`src/rtl/soc_bus_arbiter_pkg.sv`:
```
// -----------------------------------------------------------------------------
// soc_bus_arbiter_pkg
// Shared SoC bus definitions: the address map (inclusive base/limit per
// slave), the slave-index enum used to address bits of the one-hot select,
// the bus controller FSM state enum, the master identifier, and a range
// check helper used by every address decoder.
// -----------------------------------------------------------------------------
package soc_bus_arbiter_pkg;

   localparam int unsigned NUM_SLAVES = 4;

   // Inclusive address windows.
   localparam logic [31:0] MEM_BASE    = 32'h0000_0000;
   localparam logic [31:0] MEM_LIMIT   = 32'h0002_7FFF;
   localparam logic [31:0] UART_BASE   = 32'h0010_0000;
   localparam logic [31:0] UART_LIMIT  = 32'h0010_000F;
   localparam logic [31:0] TIMER_BASE  = 32'h0020_0000;
   localparam logic [31:0] TIMER_LIMIT = 32'h0020_000F;
   localparam logic [31:0] GPIO_BASE   = 32'h0040_0000;
   localparam logic [31:0] GPIO_LIMIT  = 32'h0040_000F;

   // Bit position of each slave inside the one-hot select.
   typedef enum logic [1:0] {
      SLV_MEM   = 2'd0,
      SLV_UART  = 2'd1,
      SLV_TIMER = 2'd2,
      SLV_GPIO  = 2'd3
   } slave_idx_e;

   typedef enum logic [1:0] {
      ST_IDLE   = 2'd0,
      ST_ACCESS = 2'd1,
      ST_RESP   = 2'd2,
      ST_ERR    = 2'd3
   } bus_state_e;

   typedef enum logic {
      OWN_M0 = 1'b0,
      OWN_M1 = 1'b1
   } master_e;

   // Inclusive window test; arguments are variables so a zero base does not
   // turn into a constant-true comparison.
   function automatic logic in_region(input logic [31:0] addr,
                                      input logic [31:0] base,
                                      input logic [31:0] limit);
      return (addr >= base) && (addr <= limit);
   endfunction

endpackage

```
`src/rtl/soc_addr_decode.sv`:
```
// -----------------------------------------------------------------------------
// soc_addr_decode
// Purely combinational SoC address decoder, shared by all bus masters.
// Ports:
//   addr  in  32  byte address
//   sel   out 4   one-hot slave select (bit0 mem, bit1 uart, bit2 timer,
//                 bit3 gpio); all zero when unmapped
//   hit   out 1   address falls inside one of the mapped windows
// -----------------------------------------------------------------------------
module soc_addr_decode
   import soc_bus_arbiter_pkg::*;
(
   input  logic [31:0]           addr,
   output logic [NUM_SLAVES-1:0] sel,
   output logic                  hit
);

   always_comb begin
      // NOTE: every output gets a default before any condition so no path
      // leaves it unassigned, which is what keeps this block latch-free.
      sel = '0;
      sel[SLV_MEM]   = in_region(addr, MEM_BASE,   MEM_LIMIT);
      sel[SLV_UART]  = in_region(addr, UART_BASE,  UART_LIMIT);
      sel[SLV_TIMER] = in_region(addr, TIMER_BASE, TIMER_LIMIT);
      sel[SLV_GPIO]  = in_region(addr, GPIO_BASE,  GPIO_LIMIT);
      hit = |sel;
   end

endmodule

```
`src/rtl/soc_bus_arbiter.sv`:
```
// -----------------------------------------------------------------------------
// soc_bus_arbiter
// Two-master / four-slave SoC bus controller. Round-robin arbitration between
// m0 (instruction fetch) and m1 (data), address decode to a one-hot slave
// select, one transaction at a time with a ready timeout, and a single-cycle
// response (data or error) returned only to the owning master.
// Ports:
//   clk, reset            system clock, synchronous active-high reset
//   mX_req/addr/we/be/wdata   master request and payload (held until gnt)
//   mX_gnt                combinational grant pulse in IDLE
//   mX_rvalid/rdata/err   single-cycle response to the owner
//   s_req, s_sel          active transaction and one-hot slave select
//   s_addr/we/be/wdata    latched transaction controls
//   s_rdata_*             per-slave read data
//   s_ready               per-slave completion, masked by s_sel
// Parameter:
//   TIMEOUT               ACCESS cycles without ready before abort (2..255)
// -----------------------------------------------------------------------------
module soc_bus_arbiter
   import soc_bus_arbiter_pkg::*;
#(
   parameter int unsigned TIMEOUT = 16
) (
   input  logic        clk,
   input  logic        reset,

   input  logic        m0_req,
   input  logic [31:0] m0_addr,
   input  logic        m0_we,
   input  logic [3:0]  m0_be,
   input  logic [31:0] m0_wdata,
   output logic        m0_gnt,
   output logic        m0_rvalid,
   output logic [31:0] m0_rdata,
   output logic        m0_err,

   input  logic        m1_req,
   input  logic [31:0] m1_addr,
   input  logic        m1_we,
   input  logic [3:0]  m1_be,
   input  logic [31:0] m1_wdata,
   output logic        m1_gnt,
   output logic        m1_rvalid,
   output logic [31:0] m1_rdata,
   output logic        m1_err,

   output logic        s_req,
   output logic [3:0]  s_sel,
   output logic [31:0] s_addr,
   output logic        s_we,
   output logic [3:0]  s_be,
   output logic [31:0] s_wdata,
   input  logic [31:0] s_rdata_mem,
   input  logic [31:0] s_rdata_uart,
   input  logic [31:0] s_rdata_timer,
   input  logic [31:0] s_rdata_gpio,
   input  logic [3:0]  s_ready
);

   // Counter value of the last ACCESS cycle before the abort.
   localparam logic [7:0] CNT_LAST = 8'(TIMEOUT - 1);

   bus_state_e            state_q, state_d;
   logic [7:0]            cnt_q,   cnt_d;
   master_e               last_q,  last_d;
   master_e               owner_q, owner_d;
   logic [31:0]           addr_q,  addr_d;
   logic                  we_q,    we_d;
   logic [3:0]            be_q,    be_d;
   logic [31:0]           wdata_q, wdata_d;
   logic [NUM_SLAVES-1:0] sel_q,   sel_d;
   logic [31:0]           rdata_q, rdata_d;

   // ---------------------------------------------------------------------------
   // Arbitration: lone requester wins; on a tie the master not granted last.
   // ---------------------------------------------------------------------------
   logic        any_req;
   master_e     win;
   logic [31:0] win_addr;
   logic        win_we;
   logic [3:0]  win_be;
   logic [31:0] win_wdata;

   always_comb begin
      any_req = m0_req | m1_req;
      if (m0_req && m1_req) begin
         win = (last_q == OWN_M1) ? OWN_M0 : OWN_M1;
      end else if (m1_req) begin
         win = OWN_M1;
      end else begin
         win = OWN_M0;
      end
      win_addr  = (win == OWN_M1) ? m1_addr  : m0_addr;
      win_we    = (win == OWN_M1) ? m1_we    : m0_we;
      win_be    = (win == OWN_M1) ? m1_be    : m0_be;
      win_wdata = (win == OWN_M1) ? m1_wdata : m0_wdata;
   end

   logic [NUM_SLAVES-1:0] dec_sel;
   logic                  dec_hit;

   soc_addr_decode u_decode (
      .addr (win_addr),
      .sel  (dec_sel),
      .hit  (dec_hit)
   );

   // ---------------------------------------------------------------------------
   // Slave response selection; a ready from an unselected slave is masked off.
   // ---------------------------------------------------------------------------
   logic        ready_hit;
   logic [31:0] sel_rdata;

   always_comb begin
      ready_hit = |(s_ready & sel_q);
      sel_rdata = '0;
      if (sel_q[SLV_MEM])   sel_rdata = s_rdata_mem;
      if (sel_q[SLV_UART])  sel_rdata = s_rdata_uart;
      if (sel_q[SLV_TIMER]) sel_rdata = s_rdata_timer;
      if (sel_q[SLV_GPIO])  sel_rdata = s_rdata_gpio;
   end

   // ---------------------------------------------------------------------------
   // FSM next state and master-side outputs.
   // ---------------------------------------------------------------------------
   always_comb begin
      state_d   = state_q;
      cnt_d     = cnt_q;
      last_d    = last_q;
      owner_d   = owner_q;
      addr_d    = addr_q;
      we_d      = we_q;
      be_d      = be_q;
      wdata_d   = wdata_q;
      sel_d     = sel_q;
      rdata_d   = rdata_q;
      m0_gnt    = 1'b0;
      m1_gnt    = 1'b0;
      m0_rvalid = 1'b0;
      m1_rvalid = 1'b0;
      m0_err    = 1'b0;
      m1_err    = 1'b0;
      m0_rdata  = '0;
      m1_rdata  = '0;

      unique case (state_q)
         ST_IDLE: begin
            if (any_req) begin
               m0_gnt  = (win == OWN_M0);
               m1_gnt  = (win == OWN_M1);
               last_d  = win;
               owner_d = win;
               addr_d  = win_addr;
               we_d    = win_we;
               be_d    = win_be;
               wdata_d = win_wdata;
               sel_d   = dec_sel;
               cnt_d   = '0;
               rdata_d = '0;
               state_d = dec_hit ? ST_ACCESS : ST_ERR;
            end
         end

         ST_ACCESS: begin
            // Ready is checked first so it wins over a coinciding timeout.
            if (ready_hit) begin
               rdata_d = we_q ? 32'h0 : sel_rdata;
               state_d = ST_RESP;
            end else if (cnt_q == CNT_LAST) begin
               state_d = ST_ERR;
            end else begin
               cnt_d = cnt_q + 8'd1;
            end
         end

         ST_RESP: begin
            m0_rvalid = (owner_q == OWN_M0);
            m1_rvalid = (owner_q == OWN_M1);
            m0_rdata  = (owner_q == OWN_M0) ? rdata_q : 32'h0;
            m1_rdata  = (owner_q == OWN_M1) ? rdata_q : 32'h0;
            state_d   = ST_IDLE;
         end

         ST_ERR: begin
            m0_rvalid = (owner_q == OWN_M0);
            m1_rvalid = (owner_q == OWN_M1);
            m0_err    = (owner_q == OWN_M0);
            m1_err    = (owner_q == OWN_M1);
            state_d   = ST_IDLE;
         end

         default: state_d = ST_IDLE;
      endcase
   end

   // ---------------------------------------------------------------------------
   // Slave-side outputs. The select is only driven while ACCESS is active so
   // an abandoned or failed transaction never shows a stale select.
   // ---------------------------------------------------------------------------
   always_comb begin
      s_req   = (state_q == ST_ACCESS);
      s_sel   = s_req ? sel_q : '0;
      s_addr  = addr_q;
      s_we    = we_q;
      s_be    = be_q;
      s_wdata = wdata_q;
   end

   // ---------------------------------------------------------------------------
   // State registers.
   // ---------------------------------------------------------------------------
   always_ff @(posedge clk) begin
      // NOTE: sequential state uses non-blocking assignments so every flop
      // samples the values from before this edge, independent of statement
      // order.
      if (reset) begin
         // NOTE: this block holds only control and a single transaction's
         // latched payload (no storage arrays), so every flop is reset to give
         // a clean, fully-defined bus after reset.
         state_q <= ST_IDLE;
         cnt_q   <= '0;
         last_q  <= OWN_M1;
         owner_q <= OWN_M0;
         addr_q  <= '0;
         we_q    <= 1'b0;
         be_q    <= '0;
         wdata_q <= '0;
         sel_q   <= '0;
         rdata_q <= '0;
      end else begin
         state_q <= state_d;
         cnt_q   <= cnt_d;
         last_q  <= last_d;
         owner_q <= owner_d;
         addr_q  <= addr_d;
         we_q    <= we_d;
         be_q    <= be_d;
         wdata_q <= wdata_d;
         sel_q   <= sel_d;
         rdata_q <= rdata_d;
      end
   end

endmodule

```
`config.mk`:
```
export PLATFORM = sky130hd
export DESIGN_NAME = soc_bus_arbiter
export DESIGN_NICKNAME = d
export VERILOG_FILES = /design/src/rtl/soc_bus_arbiter_pkg.sv /design/src/rtl/soc_addr_decode.sv /design/src/rtl/soc_bus_arbiter.sv
export SDC_FILE = /design/constraint.sdc
export NUM_CORES = 1
export LEC_CHECK = 0
export CELL_PAD_IN_SITES_DETAIL_PLACEMENT = 1
export CELL_PAD_IN_SITES_GLOBAL_PLACEMENT = 2
export CORE_ASPECT_RATIO = 1.5
export CORE_UTILIZATION = 18
export DETAILED_ROUTE_END_ITERATION = 6
export GPL_ROUTABILITY_DRIVEN = 0
export PLACE_DENSITY = 0.79
export SKIP_LAST_GASP = 1
export SYNTH_ARGS = -nofsm -noshare
export SYNTH_HDL_FRONTEND = slang
export SYNTH_SLANG_ARGS = --single-unit
```
`constraint.sdc`:
```
create_clock -name clk -period 2.1 [get_ports clk]
set_input_delay 0.21 -clock clk [delete_from_list [all_inputs] [get_ports clk]]
set_output_delay 0.21 -clock clk [all_outputs]
set_load 0.005 [all_outputs]
```
After elaboration in Yosys (flattened, before gate mapping)
Cells that the tools add are included.
{ "totals": {"output_inout_bits": 144, "word_cells": 83, "register_bits": 117, "in_bits": 274} }
{ "classes": {"magnitude_cmp": 8, "eq_ne": 9, "bitwise": 4, "reduce_logical": 14, "n_addsub": 1, "muxes": 37} }
{ "op_table": {"columns": ["operator", "count"], "rows": [
  ["$mux W32", 13],
  ["$pmux W32 S2", 1],
  ["$ge A32 B1 Y1 const B", 1],
  ["$ge A32 B21 Y1 const B", 1],
  ["$ge A32 B22 Y1 const B", 1],
  ["$ge A32 B23 Y1 const B", 1],
  ["$le A32 B18 Y1 const B", 1],
  ["$le A32 B21 Y1 const B", 1],
  ["$le A32 B22 Y1 const B", 1],
  ["$le A32 B23 Y1 const B", 1],
  ["$mux W8", 3],
  ["$pmux W8 S2", 1],
  ["$mux W1", 12],
  ["$add A8 B1 Y8 const B", 1],
  ["$eq A8 B4 Y1 const B", 1],
  ["$mux W2", 4],
  ["$mux W4", 2],
  ["$reduce_or A4 Y1", 2],
  ["$ne A2 B2 Y1 const B", 3],
  ["$pmux W2 S3", 1],
  ["$logic_and A1 B1 Y1", 5],
  ["$and A4 B4 Y4", 1],
  ["$eq A2 B2 Y1 const B", 2],
  ["$reduce_and A2 Y1", 2],
  ["10 further kinds", 11]
]} }

Logic depth before layout (Yosys ltp)
Gate-level depths: netlist of run 1.
{ "depth": {"word_depth": 9, "ltp_mapped": 8, "mapped_depth_nobuf": 6} }

By module
Synthesis of run 1 repeated with hierarchy kept, for this count alone.
{ "hier_totals": {"cells_unflattened": 751, "hier_area_um2": 6394.9} }
{ "modules_own_cells": {"columns": ["module", "n_inst", "seq_area_each_um2", "area_each_um2", "cells_each"], "rows": [
  ["soc_bus_arbiter", 1, 2342.2, 6194.7, 729],
  ["soc_addr_decode", 1, 0.0, 200.2, 22]
]} }

Worst setup path before layout of run 1
No wires, ideal clock.
{ "synth_path": {"kind": "register to register", "from": "register cnt_q[7]", "to": "register state_q[1]", "required_time_ns": 2.042, "arrival_time_ns": 1.561, "setup_slack_ns": 0.481, "synth_period_minus_slack_ns": 1.619, "stages_incl_launch_ff": 6, "setup_time_ns": 0.058, "path_buffers": 0, "path_cell_list": "dfxtp_1 -> or4_4 -> nor3_4 -> nor2_2 -> a211oi_2 -> o21a_1"} }
{ "synth_via": {"elab_chain_len": 3} }
{ "synth_lines": {"columns": ["item", "line", "source"], "rows": [
  ["start: declaration", "soc_bus_arbiter.sv:64", "logic [7:0] cnt_q, cnt_d;"],
  ["start signal: assignment", "soc_bus_arbiter.sv:232", "cnt_q <= cnt_d;"],
  ["$eq A8 B4 Y1", "soc_bus_arbiter.sv:169", "end else if (cnt_q == CNT_LAST) begin"],
  ["$ne A3 B1 Y1 (no source line)", null, null],
  ["$reduce_and A2 Y1 (no source line)", null, null],
  ["end signal: assignment", "soc_bus_arbiter.sv:231", "state_q <= state_d;"],
  ["end: declaration", "soc_bus_arbiter.sv:63", "bus_state_e state_q, state_d;"]
]} }
Every way passes these cells.
A chain may end at the register's enable or synchronous reset.

Worst setup path after layout of run 1
{ "layout_path": {"from": "register owner_q", "to": "output port m1_rdata[27]"} }
{ "layout_via": {"elab_chain_len": 2} }
{ "layout_lines": {"columns": ["item", "line", "source"], "rows": [
  ["start: declaration", "soc_bus_arbiter.sv:66", "master_e owner_q, owner_d;"],
  ["start signal: assignment", "soc_bus_arbiter.sv:234", "owner_q <= owner_d;"],
  ["$mux W32", "soc_bus_arbiter.sv:180", "m1_rdata = (owner_q == OWN_M1) ? rdata_q : 32'h0;"],
  ["$mux W32", "soc_bus_arbiter.sv:146", "unique case (state_q)"],
  ["end: declaration", "soc_bus_arbiter.sv:44", "output logic [31:0] m1_rdata,"]
]} }
Every way passes these cells.

==> flow_summary.yaml, run 1 <==
run_status:
  status: "finished with violations"
  violations: "negative setup slack"
floorplanning:
  io-pin-count: 418
  core_sq_mm: 0.03489
  die_width_um: 155.5
  die_area_sq_mm: 0.03612
  start_util_pct: 18.24
  die_h_um: 232.3
  rows: 84
clock_tree:
  clk_latency_ps: 440
  clk_pin_slew_worst_paths_ps: 60
  htreeDepth: 4
  clock-sinks: 117
  numCtsBuffers: 17
  clockRootBuffer: "clkbuf_16"
  hold_buffers: 0
  cts_tree: "done"
  cts_max_path_buffers: 2
sta:
  timing.final.ws_setup_ps: -136.9
  clock_skew_ps: 8.161
  drv_slew: 0
  fmax_ghz: 0.4471
  fin_tns_setup_ps: -3252
  fin_crit_sh_pct: 106.5
  finalHoldViolCount: 0
  rsz0062_at_grt: "true"
  slew_headroom_pct: 56.42
  setup_viol: 30
  worst_pin_slew_ps: 651.6
  fin_crit_ps: 2237
drt:
  ant_nets: 0
  num_vias: 7899
  vias_per_cell: 4.582
  dr.pass1.iters: 4
  drt_iter0_markers: 258
  drc: 0
  wirelength_um: 31760
  wl_per_cell_um: 18.42
synth:
  yosys-top-cells-area: "dfxtp_1 37%, nand2_1 9.9%, and2_1 6.9%"
  yosysTopAreaCell: "dfxtp_1"
  ys_types: 50
  syn_nets: 1099
  synth-xor-area-share_pct: 0.9634
  synth_fa_ha_area_share_pct: 0.1966
  synth_simple_gate_area_share_pct: 31.69
  ys_ff_latch: 117
  synth-compound-area-share_pct: 25.25
  synth_edf_count: 0
  synthCells: 824
  muxShareOfSynthArea_pct: 0.1573
  yosysTopAreaCellShare_pct: 36.81
  yosysMostFrequentCell: "nand2_1"
  ys.flop_type: "dfxtp_1"
  synth_seq_area_share_pct: 36.81
  synth_top_family_by_area: "simple AND/OR/NAND/NOR gates"
  synth.avg_cell_area_sq_um: 7.723
  synthTopCellsByCount: "168 x nand2_1, 117 x dfxtp_1, 108 x nor2_1"
  syn-cell-area_sq_mm: 0.006364
  synth_warnings: 0
  async_reset_ff_share_pct: 0
critical_path:
  worstPathRequired_ps: 1890
  cp_common_cell: "and2_1"
  rrSetupSlack_ps: 260
  cp-end-kind: "primary output"
  slowest_stage: "clkdlybuf4s50_1"
  path_class: "register to primary output"
  crit_fanout: 32
  cp_num_buf_inv: 2
  r2r-start: "sel_q[1]"
  startpoint_type: "register"
  rr_endpoint: "rdata_q[9]"
  cp_top_family: "buffers and inverters"
  crit_arrival_ps: 2030
  rr_worst_depth: 6
  cp_cell_sequence: "and2_1 -> nor2b_2 -> buf_12 -> and2_1 -> clkdlybuf4s50_1"
  slowest_delay_ps: 550
layout:
  layout-drive-gt1-share_pct: 9.200
  final_cell_count_no_fill: 1724
  n_fill_cell: 4154
  nNetsFinal: 1512
  post-route-util_pct: 34.73
  area_growth_pct: 90.43
grt:
  antenna_found_initial: 1
  grt_start_max_net_pins: 98
  grt_pass1_wl_um: 46490
  overflow: 0
  grt_pass1_vias: 7971
  grt_usage_pct: 17.09
place:
  io_buffers: 417
  placedCellCount: 1683
  dp.final_hpwl_um: 24380
job:
  cap_violations: 0
power_and_ir_drop:
  power.density_mw_per_mm2: 644.6
  p_leak_nw: 4.640
  totalPowerFinal_mw: 7.811
  peakVddDrop_uv: 569.4
worst_hold_path:
  hold_end: "rdata_q[5]"
  whs_path_depth: 2
  min_from: "reset"
  hp-class: "input pin to register"
timing repair:
item | 4_1_cts | 5_1_grt
cloned | 2 | 0
endpoints found under the hold margin | 0 | 0
buffers inserted | 4 | 2
resized for setup | 50 | 9
endpoints found under the setup margin | 73 | 51
report_power, final:
group          switching, mW  internal [mW]
sequential             0.131           2.43
clock                   1.20           1.94
combinational          0.895           1.21
total                   2.23           5.59
stage by stage:
| step | area, sq um | hold WS (ps) | setup slack (ps) |
|---|---|---|---|
| 2_1_floorplan | 6364 | 338.8 | 480.7 |
| 3_3_place_gp | 11370 | 434.0 | -83.95 |
| 3_5_place_dp | 11370 | 429.3 | -181.1 |
| 4_1_cts | 12070 | 203.7 | -203.1 |
| 5_1_grt | 12120 | 241.1 | -254.8 |
| 6_report | 12120 | 235.2 | -136.9 |
worst max-delay path by stage:
| stage | to | startpoint | cells after the start | slack [ps] |
|---|---|---|---|---|
| 6_report | m1_rdata[27] | owner_q | 5 | -140 |
| 5_1_grt | m1_rdata[12] | owner_q | 5 | -250 |
| 4_1_cts | m0_rdata[28] | state_q[1] | 6 | -200 |
| 3_5_place_dp | s_wdata[17] | m0_req | 6 | -180 |
| 3_3_place_gp | s_wdata[5] | m0_req | 6 | -80 |
| 2_1_floorplan | state_q[1] | cnt_q[7] | 5 | 480 |
area by class of cell:
type                       count  area (sq um)  share of cell area (%)
sequential                   117          2351                   19.40
clock inverter                13         170.2                   1.404
timing repair buffer         467          4741                   39.12
multi-input combinational    630          3786                   31.24
inverter                       4         22.52                  0.1859
tap                          473         591.8                   4.884
clock buffer                  19         452.9                   3.738
antenna                        1         2.502                 0.02065
sequential cells by signal, indices dropped and copies added, names as in the netlist:
name     flops
rdata_q     32
s_addr      32
s_wdata     32
cnt_q        8
s_be         4
sel_q        4
state_q      2
last_q       1
owner_q      1
s_we         1
cells by family (layout without fill, tap and decap cells):
kind of cell | Yosys count | after routing
simple gates | 424 | 424
compound gates | 197 | 197
xor+xnor | 7 | 7
flops | 117 | 117
buf+inv | 77 | 503
mux | 1 | 1
other cells | 0 | 1
fa+ha+maj | 1 | 1
placed cells by master (no fill, tap or decap), types with 4 or more instances in the layout:
| cell type | netlist | layout |
|---|---|---|
| a21oi_1 | 5 | 5 |
| a221oi_1 | 32 | 32 |
| a222oi_1 | 7 | 7 |
| a22oi_1 | 48 | 48 |
| a311oi_1 | 49 | 49 |
| and2_1 | 70 | 69 |
| buf_12 | 0 | 14 |
| buf_4 | 0 | 34 |
| clkbuf_16 | 0 | 17 |
| clkdlybuf4s50_1 | 0 | 375 |
| dfxtp_1 | 117 | 112 |
| dfxtp_2 | 0 | 4 |
| dlygate4sd2_1 | 0 | 34 |
| dlymetal6s2s_1 | 0 | 7 |
| inv_6 | 0 | 4 |
| nand2_1 | 168 | 167 |
| nand3_1 | 4 | 4 |
| nand4_1 | 6 | 6 |
| nor2_1 | 108 | 106 |
| nor2b_1 | 36 | 32 |
| nor4_1 | 12 | 12 |
| o21ai_0 | 10 | 10 |
| o31ai_1 | 33 | 33 |
| xnor2_1 | 6 | 6 |
per-layer routing:
metal  up-vias  part of all wire [%]  track usage, %
li1       3799                     -               -
met1      3755                    37           16.85
met2       305                    53           32.53
met3        38                   8.1           5.935
met4         2                   2.1           6.036
met5         -                 0.041               0
Power figures use the tool's default switching activity.
==> inputs of run 2 (changes only) <==
--- a/config.mk
+++ b/config.mk
@@ -5,6 +5,7 @@
 export SDC_FILE = /design/constraint.sdc
 export NUM_CORES = 1
 export LEC_CHECK = 0
+export ABC_CLOCK_PERIOD_IN_PS = 2100
 export CELL_PAD_IN_SITES_DETAIL_PLACEMENT = 1
 export CELL_PAD_IN_SITES_GLOBAL_PLACEMENT = 2
 export CORE_ASPECT_RATIO = 1.5
==> results of run 2 <==
Same layout as run 1: the final DEF is identical, and so are final timing and power.
